`src/rtl/fetch_controller.sv`:
```
// fetch_controller
//   Sequences instruction fetch for the SEQ core. Holds the PC register, presents it
//   as the instruction memory address, and captures {pc, instruction} pairs into a
//   small first-word fall-through queue that decode drains over valid/ready.
//   A redirect from execute flushes the queue and reloads the PC.
//
// Parameters
//   RESET_PC     PC value loaded on reset
//   QUEUE_DEPTH  fetch queue entries (power of two, >= 2)
//
// Ports
//   clk             system clock, rising edge
//   reset           asynchronous reset, active-high
//   fetch_en        1 = fetch may advance; 0 = PC holds, queue keeps draining
//   imem_addr       byte address to instruction memory (the PC register)
//   imem_instr      instruction word returned combinationally for imem_addr
//   redirect_valid  one-cycle pulse: reload PC from redirect_pc, flush queue
//   redirect_pc     redirect target byte address
//   out_valid       head of fetch queue is valid
//   out_ready       decode accepts the head entry this cycle
//   out_pc          PC of the head entry
//   out_instr       instruction of the head entry
//   fault_misalign  sticky flag: some redirect target was not word aligned
//   fetch_count     number of words pushed into the queue, wraps mod 2^32
module fetch_controller #(
  parameter logic [31:0] RESET_PC    = 32'h0000_0000,
  parameter int          QUEUE_DEPTH = 2
) (
  input  logic        clk,
  input  logic        reset,
  input  logic        fetch_en,
  output logic [31:0] imem_addr,
  input  logic [31:0] imem_instr,
  input  logic        redirect_valid,
  input  logic [31:0] redirect_pc,
  output logic        out_valid,
  input  logic        out_ready,
  output logic [31:0] out_pc,
  output logic [31:0] out_instr,
  output logic        fault_misalign,
  output logic [31:0] fetch_count
);

  localparam int PTR_W = $clog2(QUEUE_DEPTH);
  localparam int CNT_W = PTR_W + 1;
  localparam logic [CNT_W-1:0] DEPTH_CNT = CNT_W'(QUEUE_DEPTH);

  typedef enum logic {IDLE, RUN} state_t;

  state_t           state;
  logic [31:0]      pc;
  logic [31:0]      q_pc    [QUEUE_DEPTH];
  logic [31:0]      q_instr [QUEUE_DEPTH];
  logic [PTR_W-1:0] head;
  logic [PTR_W-1:0] tail;
  logic [CNT_W-1:0] count;
  logic             pop;
  logic             push;

  assign imem_addr = pc;
  assign out_valid = (count != '0);
  assign out_pc    = q_pc[head];
  assign out_instr = q_instr[head];

  // A full queue may still accept a push when the head leaves in the same cycle,
  // which is what sustains one word per cycle. A redirect suppresses the push.
  assign pop  = out_valid & out_ready;
  assign push = (state == RUN) & ~redirect_valid & ((count < DEPTH_CNT) | pop);

  // Run/idle state simply follows fetch_en; a redirect never blocks the transition,
  // so fetching starts from the redirect target on the following cycle.
  always_ff @(posedge clk or posedge reset) begin
    if (reset) begin
      state <= IDLE;
    end else begin
      state <= fetch_en ? RUN : IDLE;
    end
  end

  // PC, sticky misalignment flag and the pushed-word counter. The redirect target
  // is forced onto a word boundary; the low bits only feed the fault flag.
  always_ff @(posedge clk or posedge reset) begin
    if (reset) begin
      pc             <= RESET_PC;
      fault_misalign <= 1'b0;
      fetch_count    <= 32'd0;
    end else if (redirect_valid) begin
      pc <= {redirect_pc[31:2], 2'b00};
      if (redirect_pc[1:0] != 2'b00) begin
        fault_misalign <= 1'b1;
      end
    end else if (push) begin
      pc          <= pc + 32'd4;
      fetch_count <= fetch_count + 32'd1;
    end
  end

  // Circular queue storage. Entries are cleared on reset so the head reads as
  // zero until the first push. On a full queue with push and pop together the
  // tail slot equals the head slot being consumed, so overwriting it is safe.
  always_ff @(posedge clk or posedge reset) begin
    if (reset) begin
      for (int i = 0; i < QUEUE_DEPTH; i++) begin
        q_pc[i]    <= 32'd0;
        q_instr[i] <= 32'd0;
      end
      head  <= '0;
      tail  <= '0;
      count <= '0;
    end else if (redirect_valid) begin
      head  <= '0;
      tail  <= '0;
      count <= '0;
    end else begin
      if (push) begin
        q_pc[tail]    <= pc;
        q_instr[tail] <= imem_instr;
        tail          <= tail + PTR_W'(1);
      end
      if (pop) begin
        head <= head + PTR_W'(1);
      end
      count <= count + {{(CNT_W-1){1'b0}}, push} - {{(CNT_W-1){1'b0}}, pop};
    end
  end

endmodule

```
`config.mk`:
```
export PLATFORM = sky130hd
export DESIGN_NAME = fetch_controller
export DESIGN_NICKNAME = d
export VERILOG_FILES = /design/src/rtl/fetch_controller.sv
export SDC_FILE = /design/constraint.sdc
export NUM_CORES = 1
export LEC_CHECK = 0
export CORE_UTILIZATION = 50
export DETAILED_ROUTE_END_ITERATION = 8
export GPL_ROUTABILITY_DRIVEN = 0
export PLACE_DENSITY = 0.8
export REMOVE_ABC_BUFFERS = 1
export SYNTH_ARGS = -nofsm -noshare
export SYNTH_HDL_FRONTEND = slang
export SYNTH_SLANG_ARGS = --single-unit
```
`constraint.sdc`:
```
create_clock -name clk -period 13.7 [get_ports clk]
set_clock_uncertainty 0.1 [all_clocks]
set_input_delay 4.11 -clock clk [delete_from_list [all_inputs] [get_ports clk]]
set_output_delay 4.11 -clock clk [all_outputs]
set_load 0.03 [all_outputs]
```
# Yosys cells after proc, flatten, opt, wreduce, memory -nomap -nowiden
# Index checks and enable logic that the tools add are counted.
[totals]
reg_bits = 198
in_bits = 69
out_inout_bits = 130
word_cells = 53
[op_classes]
n_addsub = 6
n_lt_le_gt_ge = 4
mux = 18
bitwise_logic = 7
reduce_logical = 7
[op_table]
columns = ["operator", "n"]
rows = [
  ["two-way mux 32 bit", 9],
  ["bitwise mux 64 bit", 2],
  ["adder 32 x 1 -> 32 bit, second input constant", 1],
  ["adder 32 x 3 -> 32 bit, second input constant", 1],
  ["demux 32 bit (select 1 bit)", 1],
  ["nonzero test 2 bit", 4],
  ["two-way mux 1 bit", 5],
  ["greater-or-equal comparator 2 bit, second input constant", 2],
  ["NOT 1 -> 2 bit", 2],
  ["AND reduction 2 bit", 2],
  ["AND 1 bit", 3],
  ["adder 1 bit, second input constant", 2],
  ["adder 2 x 1 -> 2 bit", 1],
  ["less-than comparator 2 x 1 -> 1 bit, second input constant", 1],
  ["less-than comparator 2 bit, second input constant", 1],
  ["two-way mux 2 bit", 1],
  ["subtractor 2 x 1 -> 2 bit", 1],
  ["logical AND 1 bit", 1],
  ["NOT 1 bit", 1],
  ["OR 1 bit", 1],
]

# Depth between registers and ports, before layout
# Gate-level depths: netlist of the first run.
[logic_depth]
word_depth = 7
mapped_depth = 8
depth_no_buf = 8

# Worst setup path before layout of the first run
# Ideal clock, no wire load.
[synth_timing]
kind = "input to register"
start = "input redirect_valid"
end = "register q_instr[32] in the netlist's numbering"
t_arrival_ns = 5.533
required_ns = 13.475
setup_slack_ns = 7.942
stages = 6
path_cell_list = "nand2b_1 -> nor2_1 -> inv_1 -> nor2_1 -> buf_2 -> mux2_2"
[synth_via]
elab_chain_len = 4
[synth_rtl]
columns = ["element", "line_no", "text"]
rows = [
  ["start: declaration", "34", "input logic redirect_valid,"],
  ["NOT 1 bit (no source line) (*)", "--", ""],
  ["AND 1 bit (2 in series)", "68", "assign push = (state == RUN) & ~redirect_valid & ((count < DEPTH_CNT) | pop);"],
  ["AND reduction 2 bit (no source line) (*)", "--", ""],
  ["end signal: indexed assignment", "117", "q_instr[tail] <= imem_instr;"],
  ["end: declaration", "53", "logic [31:0] q_instr [QUEUE_DEPTH];"],
]
# Mark *: on every way between the ends. The rest lies on a longest branch, timed or not.
# A chain may end at the register's enable or synchronous reset.

# Worst setup path after layout of the first run
[layout_timing]
start = "register head"
end = "output out_pc[10]"
[layout_via]
elab_chain_len = 4
[layout_rtl]
columns = ["element", "line_no", "text"]
rows = [
  ["start: declaration", "54", "logic [PTR_W-1:0] head;"],
  ["start signal: assignment", "121", "head <= head + PTR_W'(1);"],
  ["NOT 1 -> 2 bit (not written as such)", "62", "assign out_pc = q_pc[head];"],
  ["two-way mux 32 bit (not written as such) (3 in series)", "62", ""],
  ["end: declaration", "38", "output logic [31:0] out_pc,"],
]
# No other way between the ends. The select of a mux whose other input is x is not followed.

==> impl_metrics.ini, run 1 <==
[cells_and_area]
fin_util_pct = 67.8
multiInputGateArea_um2 = 3760
drive_above_1_share_pct = 25.5
register_area_um2 = 4810
diodes = 0
num-fill-cells = 1218
fin_area_um2 = 11400
area_growth_syn_to_layout_pct = 30.9
num-nets-final = 947

[synthesis]
synth.most_common_cell = dfrtp_1
ys.flop_type = dfrtp_1
synth.largest_area_cell = dfrtp_1
yosysWarnings = 0
synth_commonest_cells = dfrtp_1, mux2_2, nand2_1, xnor2_1, o21ai_0
ys_seq_elements = 192
syn_area_um2 = 8720
synth-async-reset-ratio_pct = 100
synth_cells = 689
ys_seq_area_share_pct = 55.1
netlist.area_leader.share_pct = 55.1
synthTopCellsByArea = dfrtp_1, mux2_2, xnor2_1
avgSynthCellArea_um2 = 12.7
ys_types = 33
synth_edf_count = 0

[cts]
cts_setup_buffers = 0
clk_pin_slew_ps = 70
cts_root_buf = clkbuf_16
cts_tree = done
htree_levels = 4
cts_buffer_depth = 2
cts_sinks = 192
clk_latency_ps = 430
numCtsBuffers = 17
ctsHoldBuffers = 0
ctsResizeCount = 0

[route]
wire_per_inst_um = 18.3
vias_per_cell = 5.48
dr.pass1.iters = 5
drt-total-wl_um = 20300
num_vias = 6059
drc = 0
drtIter0Drc = 296
antenna_left = 0

[critical_path]
critPathRequiredTime_ps = 9490
crit_type = reg2out
slowest_delay_ps = 760
crit_fanout = 41
crit_start = head$_DFFE_PP0P_
cp-endpoint = out_pc[10]
cpMaxStageDelayCell = dfrtp_2
end_kind = primary output
reg2reg_depth = 6
critPathLaunchType = register
r2r_setup_slack_ps = 10650
crit_arrival_ps = 2880
rr_endpoint = q_instr[52]$_DFFE_PP0P_
crit_chain = buf_4 > mux2_2 > clkdlybuf4s50_1
reg2reg_from = state$_DFF_PP0_

[power_and_ir_drop]
p_per_area_nw_per_um2 = 202
vdd_drop_max_mv = 0.142
power.total_w = 0.00230
leakagePower_nw = 4.74

[die]
initial_core_util_pct = 51.8
num_rows = 47
dieArea_um2 = 18000
fp.coreArea_um2 = 16800
die_w_um = 134
io_pins = 199
die_h_um = 134

[timing]
finalMaxSlewViolations = 0
finalSetupTns_ps = 0
fin_ws_ps = 6610
post-route-period-util_pct = 51.8
setup_viol = 0
min_period_ps = 7090
worst_pin_slew_ps = 1050
fmax_mhz = 141
slew_headroom_pct = 30.1
rsz0062_at_grt = no
hold_viol_final = 0

[global_routing]
grt_max_degree = 110
overflow = 0
first_global_vias = 6351
antenna_found_initial = 0
grt_usage_pct = 23.5
grt_first_pass_wirelength_um = 33000

[run]
drv_cap = 0

[place]
place_hpwl_um = 13500
dpl_cell_area_um2 = 10800
post-place-ws_ps = 6400
port_buffers = 194

[run_status]
status = finished clean

[hold_path]
hp-class = reg2reg
cell type report:
class,count,share of cell area [%]
multi-input combinational,458,32.9
sequential,192,42.1
inverter,7,0.296
timing repair buffer,198,17.2
clock buffer,19,3.80
tap,220,2.41
clock inverter,12,1.20
layout by cell type (no fill, tap or decap), types with 2 or more instances in the layout:
| cell | instances |
|---|---|
| conb_1 | 4 |
| xor2_1 | 22 |
| ha_1 | 4 |
| nand2_1 | 57 |
| and2_1 | 3 |
| clkbuf_16 | 17 |
| clkinv_4 | 3 |
| nand2b_1 | 6 |
| nand3_1 | 22 |
| clkbuf_1 | 2 |
| nand4_1 | 18 |
| nor4_1 | 10 |
| clkinvlp_4 | 3 |
| clkinv_2 | 2 |
| mux2_2 | 184 |
| clkdlybuf4s50_1 | 193 |
| o31a_1 | 2 |
| inv_1 | 6 |
| and3_1 | 8 |
| inv_6 | 2 |
| nor3_1 | 4 |
| and4_1 | 9 |
| dfrtp_1 | 191 |
| nor2b_1 | 4 |
| bufinv_16 | 2 |
| nor2_1 | 20 |
| o21ai_0 | 31 |
| xnor2_1 | 39 |
| buf_4 | 4 |
critical path, delay by kind of cell, from the launching register on:
family	cells	cell delay, ps
multiplexers	1	410
flip-flops	1	760
buffers and inverters	2	1260
worst min-delay path by stage:
| stage | start | endpoint | slack, ps | cells after the start |
|---|---|---|---|---|
| floorplan | q_pc[15]$_DFFE_PP0P_ | q_pc[15]$_DFFE_PP0P_ | 340 | 2 |
| global placement | fault_misalign$_DFFE_PP0P_ | fault_misalign$_DFFE_PP0P_ | 350 | 1 |
| detailed placement | fault_misalign$_DFFE_PP0P_ | fault_misalign$_DFFE_PP0P_ | 360 | 1 |
| CTS | fault_misalign$_DFFE_PP0P_ | fault_misalign$_DFFE_PP0P_ | 380 | 1 |
| global route | fetch_count[8]$_DFFE_PP0P_ | fetch_count[8]$_DFFE_PP0P_ | 420 | 1 |
| finish | fault_misalign$_DFFE_PP0P_ | fault_misalign$_DFFE_PP0P_ | 370 | 1 |
routing by layer:
layer / track usage (%) / wire [um] / vias up
met5: 0 / 0 / -
met3: 4.31 / 982 / 30
li1: - / - / 2778
met4: 9.11 / 442 / 0
met1: 30.2 / 8780 / 3078
met2: 39.6 / 10100 / 173
sequential cells by signal (all words and copies together) (netlist names):
name	flops
count	2
fault_misalign	1
fetch_count	32
head	1
imem_addr	30
q_instr	64
q_pc	60
state	1
tail	1
cells by family (layout without fill, tap and decap cells):
group,Yosys count,in the layout,share of synthesized area (%)
buf+inv,42,236,2.08
compound gates,35,35,2.17
flops,192,192,55.1
fa+ha+maj,4,4,0.574
mux,185,185,23.9
other cells,1,4,0.0430
xor+xnor,61,61,6.13
simple gates,169,169,9.99
where the power goes:
group	total, W	switching (W)	leakage [nW]	internal (W)
logic	0.000946	0.000472	2.11	0.000474
clock network	0.000483	0.000214	0.270	0.000269
registers	0.000875	0.000125	2.36	0.000750
per-stage QoR:
stage          instances  hold WS (ps)
6_report            1106           374
5_1_grt             1106           418
4_1_cts             1106           377
3_5_place_dp        1075           361
3_3_place_gp        1075           349
2_1_floorplan        657           344
No activity file was read; power rests on OpenSTA's default activity.
==> run 2, diff against run 1 <==
==> constraint.sdc (replaced) <==
create_clock -name clk -period 7.3 [get_ports clk]
set_clock_uncertainty 0.1 [all_clocks]
set_input_delay 2.19 -clock clk [delete_from_list [all_inputs] [get_ports clk]]
set_output_delay 2.19 -clock clk [all_outputs]
set_load 0.03 [all_outputs]
==> run 2 against run 1 <==
  * Via count fell by 0.91%
  * Combinational power rose by 87%
  * Clock-buffer cell count fell by 1
  * Sequential cell count did not move
  * Critical path depth did not move
  * Final cell count rose by 0.18%
  * Critical path type unchanged
==> impl_metrics.ini, run 2 (same netlist as run 1, synthesis figures left out) <==
[timing]
slew_headroom_pct = 27.9
fmax_mhz = 188
rsz0062_at_grt = no
post-route-period-util_pct = 72.7
finalMaxSlewViolations = 0
min_period_ps = 5310
worst_pin_slew_ps = 1080
setup_viol = 0
fin_ws_ps = 1990
hold_slack_ps = 364
hold_viol_final = 0

[critical_path]
slowest_delay_ps = 1080
end_kind = primary output
crit_type = reg2out
crit_arrival_ps = 3020
critPathRequiredTime_ps = 5010
r2r_setup_slack_ps = 4270
crit_chain = buf_4 > mux2_2 > clkdlybuf4s50_1
critPathLaunchType = register
crit_fanout = 41
cpMaxStageDelayCell = dfrtp_2

[die]
io_pins = 199
die_h_um = 134
fp.coreArea_um2 = 16800
initial_core_util_pct = 51.8
die_w_um = 134
dieArea_um2 = 18000
num_rows = 47

[global_routing]
overflow = 0
top_usage_layer = met2
grt_first_pass_wirelength_um = 32700
grt_usage_pct = 23.3
grt_use_met3_pct = 4.65
antenna_found_initial = 0
met2_usage_pct = 38.5
grt_max_degree = 159
first_global_vias = 6365
use_met1_pct = 29.9

[cts]
ctsHoldBuffers = 0
ctsResizeCount = 0
clk_latency_ps = 430
htree_levels = 4
cts_root_buf = clkbuf_16
cts_setup_buffers = 0
cts_sinks = 192
numCtsBuffers = 17
clk_pin_slew_ps = 70
cts_tree = done
cts_buffer_depth = 2

[route]
num_vias = 6004
vias_per_cell = 5.42
drtIter0Drc = 236
dr.pass1.iters = 5
antenna_left = 0
drc = 0
drt-total-wl_um = 20200
wire_per_inst_um = 18.2

[cells_and_area]
num-fill-cells = 1234
diodes = 0
num-nets-final = 949
drive_above_1_share_pct = 25.8
top_register = q_instr
final_cell_mix = clkdlybuf4s50_1, dfrtp_1, mux2_2, nand2_1, xnor2_1
fin_area_um2 = 11500
fin_util_pct = 68.2
layout_commonest_cell = clkdlybuf4s50_1
top_regs = q_instr: 64 flops, q_pc: 60 flops, fetch_count: 32 flops
largest_reg_flops = 64
area_growth_syn_to_layout_pct = 31.6

[power_and_ir_drop]
p_per_area_nw_per_um2 = 383
leakagePower_nw = 4.78
power.total_w = 0.00440
vdd_drop_max_mv = 0.215

[place]
post-place-ws_ps = 2050
dpl_cell_area_um2 = 10900
port_buffers = 194
place_hpwl_um = 13500

[hold_path]
hp-class = reg2reg

[run]
drv_cap = 0

[run_status]
status = finished clean
-- run 2: changes by cell type in the layout (fill, tap and decap cells not counted), sizes merged --
cell and delta:
buf +2, inv +1, clkinvlp -1, clkbuf -1, bufinv +2, clkinv -1
-- run 2: area by class of cell --
class                      instances  area [um^2]  area share (%)
sequential                       192         4810            41.9
clock inverter                    13          188            1.64
timing repair buffer             200         1980            17.3
multi-input combinational        458         3760            32.7
inverter                           7         33.8           0.295
tap                              220          275            2.40
clock buffer                      18          429            3.74
-- run 2: through the flow --
stage | TNS (ps) | std cells
4_1_cts | 0 | 1108
2_1_floorplan | -41700 | 657
5_1_grt | 0 | 1108
6_report | 0 | 1108
3_5_place_dp | 0 | 1077
3_3_place_gp | 0 | 1077
-- run 2: power breakdown --
group | internal [W] | switching, W
sequential | 0.00141 | 0.000248
combinational | 0.000893 | 0.000873
clock | 0.000575 | 0.000401
-- run 2: final timing paths --
check	start	endpoint	depth (start not counted)
setup / recovery	head$_DFFE_PP0P_	out_pc[20]	3
hold / removal	fault_misalign$_DFFE_PP0P_	fault_misalign$_DFFE_PP0P_	1
setup reg to reg	state$_DFF_PP0_	q_instr[56]$_DFFE_PP0P_	6
hold reg to reg	fault_misalign$_DFFE_PP0P_	fault_misalign$_DFFE_PP0P_	1
max in group asynchronous	reset	q_pc[45]$_DFFE_PP0P_	3
min in group asynchronous	reset	q_instr[2]$_DFFE_PP0P_	2
-- run 2: per-layer routing --
layer / wire length [um] / vias to the layer above
met5: 0 / -
met4: 460 / 0
met3: 953 / 25
met2: 10100 / 186
met1: 8690 / 3008
li1: - / 2785
-- run 2: critical path, delay by kind of cell (launching register included) --
kind,cells,cell delay [ps]
buffers and inverters,2,1110
DFF,1,1080
muxes,1,380
